<file path="src/rtl/sobel_edge_pipe.sv">
// rtl/sobel_edge_pipe.sv - four-stage KSIZE x KSIZE Sobel edge detector with per-frame edge counter
// Takes one full window per transfer; valid/ready with full backpressure on both sides.
module sobel_edge_pipe #(
  parameter int         PIX_W     = 8,
  parameter int         KSIZE     = 5,
  parameter int         ACC_W     = 16,
  parameter int         MAG_SHIFT = 6,
  parameter logic [7:0] EDGE_VAL  = 8'h00,
  parameter int         CNT_W     = 20
) (
  input  logic                         clock,
  input  logic                         reset_n,
  input  logic                         in_valid,
  output logic                         in_ready,
  input  logic [KSIZE*KSIZE*PIX_W-1:0] window,
  input  logic                         sof,
  input  logic [ACC_W-1:0]             threshold,
  output logic                         out_valid,
  input  logic                         out_ready,
  output logic [7:0]                   edge_out,
  output logic [7:0]                   mag_out,
  output logic [ACC_W-1:0]             sum_out,
  output logic [CNT_W-1:0]             edge_count,
  output logic                         count_valid
);
  localparam int W = KSIZE * KSIZE * PIX_W;
  typedef logic signed [ACC_W-1:0] acc_t;

  if (KSIZE != 3 && KSIZE != 5) begin : g_bad_ksize
    $error("sobel_edge_pipe: KSIZE must be 3 or 5");
  end

  // Derivative taps run along the gradient axis, smoothing taps across it.
  function automatic int deriv_w(input int i);
    if (KSIZE == 3) return i - 1;
    case (i)
      0:       return -1;
      1:       return -2;
      3:       return 2;
      4:       return 1;
      default: return 0;
    endcase
  endfunction

  function automatic int smooth_w(input int i);
    if (KSIZE == 3) return (i == 1) ? 2 : 1;
    case (i)
      1, 3:    return 4;
      2:       return 6;
      default: return 1;
    endcase
  endfunction

  logic             v1, v2, v3;
  logic             ld1, ld2, ld3, ld4;
  acc_t             rx_c [KSIZE];
  acc_t             cy_c [KSIZE];
  acc_t             rx1  [KSIZE];
  acc_t             cy1  [KSIZE];
  acc_t             gx_c, gy_c, gx2, gy2;
  logic [ACC_W-1:0] ax_c, ay_c, ax3, ay3;
  logic [ACC_W-1:0] thr1, thr2, thr3;
  logic             sof1, sof2, sof3, sof4;
  logic [ACC_W:0]   sum_wide;
  logic [ACC_W-1:0] sum_c, shifted;
  logic             edge_c, e4;
  logic [7:0]       mag_c;
  logic [CNT_W-1:0] run_cnt;

  assign ld4      = !out_valid || out_ready;
  assign ld3      = !v3 || ld4;
  assign ld2      = !v2 || ld3;
  assign ld1      = !v1 || ld2;
  assign in_ready = ld1;

  // S1: Gx partials per row, Gy partials per column (Gy = top minus bottom).
  always_comb begin
    for (int i = 0; i < KSIZE; i++) begin
      rx_c[i] = '0;
      cy_c[i] = '0;
    end
    for (int r = 0; r < KSIZE; r++) begin
      for (int c = 0; c < KSIZE; c++) begin
        rx_c[r] = rx_c[r] + acc_t'(deriv_w(c)) * acc_t'(window[W-1-(r*KSIZE+c)*PIX_W -: PIX_W]);
        cy_c[c] = cy_c[c] - acc_t'(deriv_w(r)) * acc_t'(window[W-1-(r*KSIZE+c)*PIX_W -: PIX_W]);
      end
    end
  end

  always_comb begin
    gx_c = '0;
    gy_c = '0;
    for (int i = 0; i < KSIZE; i++) begin
      gx_c = gx_c + acc_t'(smooth_w(i)) * rx1[i];
      gy_c = gy_c + acc_t'(smooth_w(i)) * cy1[i];
    end
  end

  assign ax_c = gx2[ACC_W-1] ? -gx2 : gx2;
  assign ay_c = gy2[ACC_W-1] ? -gy2 : gy2;

  assign sum_wide = {1'b0, ax3} + {1'b0, ay3};
  assign sum_c    = sum_wide[ACC_W] ? '1 : sum_wide[ACC_W-1:0];
  assign edge_c   = sum_c > thr3;
  assign shifted  = sum_c >> MAG_SHIFT;
  assign mag_c    = (|shifted[ACC_W-1:8]) ? 8'hFF : shifted[7:0];

  always_ff @(posedge clock or negedge reset_n) begin
    if (!reset_n) begin
      v1          <= 1'b0;
      v2          <= 1'b0;
      v3          <= 1'b0;
      out_valid   <= 1'b0;
      rx1         <= '{default: '0};
      cy1         <= '{default: '0};
      gx2         <= '0;
      gy2         <= '0;
      ax3         <= '0;
      ay3         <= '0;
      thr1        <= '0;
      thr2        <= '0;
      thr3        <= '0;
      sof1        <= 1'b0;
      sof2        <= 1'b0;
      sof3        <= 1'b0;
      sof4        <= 1'b0;
      e4          <= 1'b0;
      edge_out    <= ~EDGE_VAL;
      mag_out     <= '0;
      sum_out     <= '0;
      run_cnt     <= '0;
      edge_count  <= '0;
      count_valid <= 1'b0;
    end else begin
      count_valid <= 1'b0;
      if (ld1) v1 <= in_valid;
      if (ld2) v2 <= v1;
      if (ld3) v3 <= v2;
      if (ld4) out_valid <= v3;
      if (ld1 && in_valid) begin
        rx1  <= rx_c;
        cy1  <= cy_c;
        thr1 <= threshold;
        sof1 <= sof;
      end
      if (ld2 && v1) begin
        gx2  <= gx_c;
        gy2  <= gy_c;
        thr2 <= thr1;
        sof2 <= sof1;
      end
      if (ld3 && v2) begin
        ax3  <= ax_c;
        ay3  <= ay_c;
        thr3 <= thr2;
        sof3 <= sof2;
      end
      if (ld4 && v3) begin
        sum_out  <= sum_c;
        mag_out  <= mag_c;
        edge_out <= edge_c ? EDGE_VAL : ~EDGE_VAL;
        e4       <= edge_c;
        sof4     <= sof3;
      end
      // A sof result publishes the count of the frame it closes, then seeds the next.
      if (out_valid && out_ready) begin
        if (sof4) begin
          edge_count  <= run_cnt;
          count_valid <= 1'b1;
          run_cnt     <= CNT_W'(e4);
        end else if (e4 && run_cnt != '1) begin
          run_cnt <= run_cnt + CNT_W'(1);
        end
      end
    end
  end

endmodule

</file>
<file path="config.mk">
export PLATFORM = sky130hd
export DESIGN_NAME = sobel_edge_pipe
export DESIGN_NICKNAME = d
export VERILOG_FILES = /design/src/rtl/sobel_edge_pipe.sv
export SDC_FILE = /design/constraint.sdc
export NUM_CORES = 1
export LEC_CHECK = 0
export ABC_AREA = 1
export CAP_MARGIN = 20
export CORE_AREA = 2 2 215 302
export DETAILED_ROUTE_END_ITERATION = 10
export DIE_AREA = 0 0 217 304
export HOLD_SLACK_MARGIN = 0.05
export PLACE_DENSITY = 0.72
export SLEW_MARGIN = 10
export SYNTH_ARGS = -nofsm -noshare
export SYNTH_HDL_FRONTEND = slang
export SYNTH_SLANG_ARGS = --single-unit
</file>
<file path="constraint.sdc">
create_clock -name clock -period 7.4 [get_ports clock]
set_input_delay 0.74 -clock clock [delete_from_list [all_inputs] [get_ports clock]]
set_output_delay 0.74 -clock clock [all_outputs]
set_load 0.01 [all_outputs]
</file>
* Yosys cells after proc, flatten, opt, wreduce, memory -nomap -nowiden
Index checks and enable logic that the tools add are counted.
** Cells by class
- Add/sub/neg operators :: 65
- Multipliers :: 2
- Multiplexer cells :: 9
- Magnitude comparators :: 1
- Reductions and logical operators :: 18
- Eq/ne operators :: 1
** Operator list (count)
- adder 16 bit :: 11
- negator 8 -> 15 bit :: 6
- negator 8 -> 16 bit :: 5
- negator 8 -> 14 bit :: 4
- adder 16 x 10 -> 16 bit :: 3
- adder 16 x 9 -> 16 bit :: 3
- 2-to-1 mux 16 bit :: 3
- subtractor 1 x 16 -> 16 bit, first input constant :: 3
- subtractor 16 x 10 -> 16 bit :: 3
- subtractor 16 bit :: 3
- subtractor 16 x 9 -> 16 bit :: 3
- 2-to-1 mux 20 bit :: 2
- negator 8 -> 13 bit :: 3
- multiplier 3 x 16 -> 15 bit, first input constant :: 2
- negator 16 bit :: 2
- adder 14 x 10 -> 14 bit :: 2
- adder 14 bit :: 2
- adder 14 x 9 -> 14 bit :: 2
- subtractor 1 x 14 -> 14 bit, first input constant :: 2
- subtractor 14 x 10 -> 14 bit :: 2
- subtractor 14 bit :: 2
- subtractor 14 x 9 -> 14 bit :: 2
- adder 20 x 1 -> 20 bit, second input constant :: 1
- inequality test 20 bit, second input constant :: 1
- 10 further kinds :: 24
** Storage, ports and cells
- Register bits after elaboration :: 346
- Output and inout bits :: 55

* Longest topological paths before layout
- Depth after elaboration :: 6
- Mapped depth :: 24
- Gate-level depth less buffers :: 24

* Worst setup path after synthesis
OpenSTA, ideal clock, no wires.
- Path type :: input -> register
- From :: input port window[193]
- To :: register cy1[76] in the netlist's numbering
- Stages on the path :: 18
- Arrival :: 4.202 ns
- Required time :: 7.283 ns
- Setup slack :: 3.081 ns
- Path buffers :: 0
- Cell sequence :: nor3_1 -> nand3b_1 -> nor3_1 -> ha_1 -> inv_1 -> fa_1 -> inv_1 -> fa_1 -> inv_1 -> ha_1 -> ha_1 -> a21oi_1 -> a21boi_0 -> o21ai_0 -> nand3_1 -> nand3_1 -> nand3_1 -> nand2_1
** On the way
- Longest elaborated chain between the ends :: 5
** RTL lines
- from (decl) :: line 15 : input logic [KSIZE*KSIZE*PIX_W-1:0] window,
- negator 8 -> 16 bit :: line 85 : cy_c[c] = cy_c[c] - acc_t'(deriv_w(r)) * acc_t'(window[W-1-(r*KSIZE+c)*PIX_W -: PIX_W]);
- subtractor 1 x 16 -> 16 bit :: line 85
- subtractor 16 bit :: line 85
- subtractor 16 x 10 -> 16 bit :: line 85
- subtractor 16 x 9 -> 16 bit :: line 85
- to (signal assigned) :: line 142 : cy1 <= cy_c;
- to (decl) :: line 59 : acc_t cy1 [KSIZE];
No other way between the ends.
A chain may end at the register's enable or synchronous reset.

* Final worst setup path
- From :: input port window[192]
- To :: register cy1[76] in the netlist's numbering
The elaborated chain is that of the path after synthesis.

==> impl_results.md <==
- Largest net degree at the start of global routing: 129
- Share of cells above drive strength 1: 2.77%
- Final GP Congestion: 0.986
- Row count: 110
- Reg2reg setup slack: 3.26 ns
- Root Buffer: clkbuf_16
- Routed WL: around 88 mm
- CTS clk-pin slew, worst paths: about 0.06 ns
- Crit Path Max Fanout: 4
- CTS tree: yes
- Clock buffer depth: 3
- Antenna Cells: 0
- Sequential area share after synthesis: 25.9%
- F_max: around 0.20 GHz
- Hold Vio Cnt, Final: 0
- H-tree level count: 2
- Slew at the pin closest to its max-slew limit: around 0.9 ns
- # fillers: about 6000
- Max-slew headroom: 40.7%
- Synth area leaders: dfrtp_1 26%, fa_1 14%, ha_1 13%, nand2_1 10%, inv_1 9.8%
- Core Region: 63600 um^2
- Worst Path Required: between 7 and 8 ns
- IO Pins: approximately 280
- Reg2reg end: gx2[14]
- Vias in the first global route: 27000
- Final ANT Viol Nets: 0
- Drt wl/cell: 16.6 um
- R2R depth: 19
- Synth Area in Compound Gates: 10.5%
- Synth Register Bits: 337
- Initial Util: 51.2%
- TNS Setup: 0 ns
- Post-cts sizing count: 0
- Top cell type's share of synthesized area: around a quarter
- Synth cell types: 48
- Post-synth EDFFs: 0
- Die height: a little over 300 um
- Crit share post-route: 66.0%
- Crit end category: flip-flop
- XOR/XNOR Fraction of Synth Area: 5.46%
- Final Max Tran Viols: 0
- Most frequent cells in the layout: 882 x nand2_1, 848 x inv_1, 349 x ha_1
- Hold WS: 0.268 ns
- Setup CP Type: in -> reg
- Fraction of registers with async set or reset after synthesis: 100%
- Pre-Repair DR Iteration Count: 8
- Global-route wire length before repair: around 140 mm
- CTS sink cnt: 337
- # hold bufs at CTS: 0
- Post-Synth Simple-Gate Area: 19.7%
- Nets: 5207
- Status: completed
- Post-synthesis mux area share: 0%
- Seq. cell area: 8430 um^2
- Yosys warning total: 0
- Most used DFF post-synth: dfrtp_1
- Post-DR vias/cell: 5.17
- GRT Util Overall: 26.8%
- CTS buffer count: 37
- Post-Syn Area per Cell: 7.80 um^2
- Most common cell after layout, fill and taps aside: nand2_1
- Syn nets: 4969
- Post-DP Area: 35900 um^2
- Final Core Density: approximately three fifths
- Die area: 66000 um^2
- Main combinational cell family by area after synthesis: adder cells
- Initial DRC Count: 1533
- Tmin final: a little under 5 ns
- Hpwl dp: 74.0 mm
- DRC viols: 0
- Clk_lat worst skew: between 0.5 and 0.6 ns
- Routed via count: about 27000
- RSZ-0062 raised after global routing: no
- Area of the mapped netlist: between 30000 and 40000 um^2
- Worst min path class: in -> async
- Design area: 37200 um^2
- Max-cap violations: 0
- Reg-to-Reg Start: rx1[33]
- Skew final: around 0.026 ns
- Footprint of the multi-input gates: 20400 um^2
- Mapped Cells: 4175
- Adder-cell area share of the yosys netlist: 27.2%
- Post CTS Setup Buffer Count: 0
- Startpoint types: input port
- Leading area contributor after synthesis: dfrtp_1
- Die Wd: about 220 um
- WP data arrival: between 5 and 6 ns
- Final setup vio count: 0
- Global route total overflow: 0
- Initial antenna violation count: 2
- Layout Area Growth over Synthesis: 14.2%
- Port-buffer cells: approximately 270
layout make-up:
cell class	count	share of cell area (%)
multi-input cells	2904	55.0
repair buffers	278	7.46
flip-flops and latches	337	22.7
clock buffers	51	2.85
well taps	840	2.83
inverters	855	8.64
clock inverters	14	0.502
logic make-up after synthesis:
group                    Yosys count
AND/OR/NAND/NOR                 1516
XOR/XNOR                         203
flip-flops                       337
AO/OA/AOI/OAI                    612
buffers and inverters            934
adder cells (fa/ha/maj)          573
cell usage after synthesis (all sizes together) (3+ instances only):
| cell | number |
|---|---|
| a31oi | 26 |
| nand3b | 15 |
| ha | 349 |
| o31ai | 11 |
| or2 | 11 |
| nand3 | 229 |
| nand4 | 62 |
| buf | 43 |
| o22ai | 8 |
| xnor2 | 76 |
| nor3 | 69 |
| nand2 | 889 |
| clkbuf | 36 |
| nor4 | 12 |
| a21oi | 177 |
| a21boi | 11 |
| dfrtp | 336 |
| o21bai | 15 |
| and2 | 3 |
| o21a | 4 |
| nor2 | 226 |
| inv | 853 |
| fa | 224 |
| a211oi | 8 |
| xor2 | 127 |
| a21o | 28 |
| o21ai | 320 |
critical path: stages:
cell             delay [ns]
clkdlybuf4s50_1        0.49
nor3_1                 0.28
nand3b_1               0.17
nor3_1                 0.53
ha_1                   0.26
inv_1                  0.07
fa_1                   0.51
inv_1                  0.05
fa_1                   0.49
inv_1                  0.04
ha_1                   0.28
ha_1                   0.35
a21oi_1                0.18
a21boi_0               0.31
o21ai_0                0.19
nand3_1                0.12
nand3_1                0.07
nand3_1                0.11
nand2_1                0.06
flip-flops by register name, summed over array words and instances, names as in the netlist, 8 cells and up:
name	count
ax3	16
ay3	16
cy1	75
edge_count	20
gx2	16
gy2	16
mag_out	8
run_cnt	20
rx1	75
sum_out	16
thr1	16
thr2	16
thr3	16
metal layers:
metal	vias up	track usage [%]	share of wire, %
li1	13700	-	-
met1	12800	31.5	41
met2	600	49.5	51
met3	144	2.23	3.3
met4	2	11.5	4.9
met5	-	0	0.0091
stage by stage:
step                      setup slack, ns  cells
final                                2.52   5279
after global routing                 2.17   5279
after CTS                            2.60   5279
after detailed placement             2.04   5214
after global placement               2.04   5214
after floorplan                      3.08   4175
how the worst max path moves through the flow:
stage | from | end | slack, ns | cells past startpoint
final | window[192] | cy1[76] | 2.52 | 19
after global routing | window[192] | cy1[79] | 2.17 | 22
after CTS | window[192] | cy1[76] | 2.60 | 19
after detailed placement | window[192] | cy1[74] | 2.04 | 17
after global placement | window[194] | cy1[76] | 2.04 | 19
after floorplan | window[193] | cy1[76] | 3.08 | 18
Power is left out: the tool's default activity adds up to more than one toggle a clock period on the data nets, which glitch-free logic cannot reach.
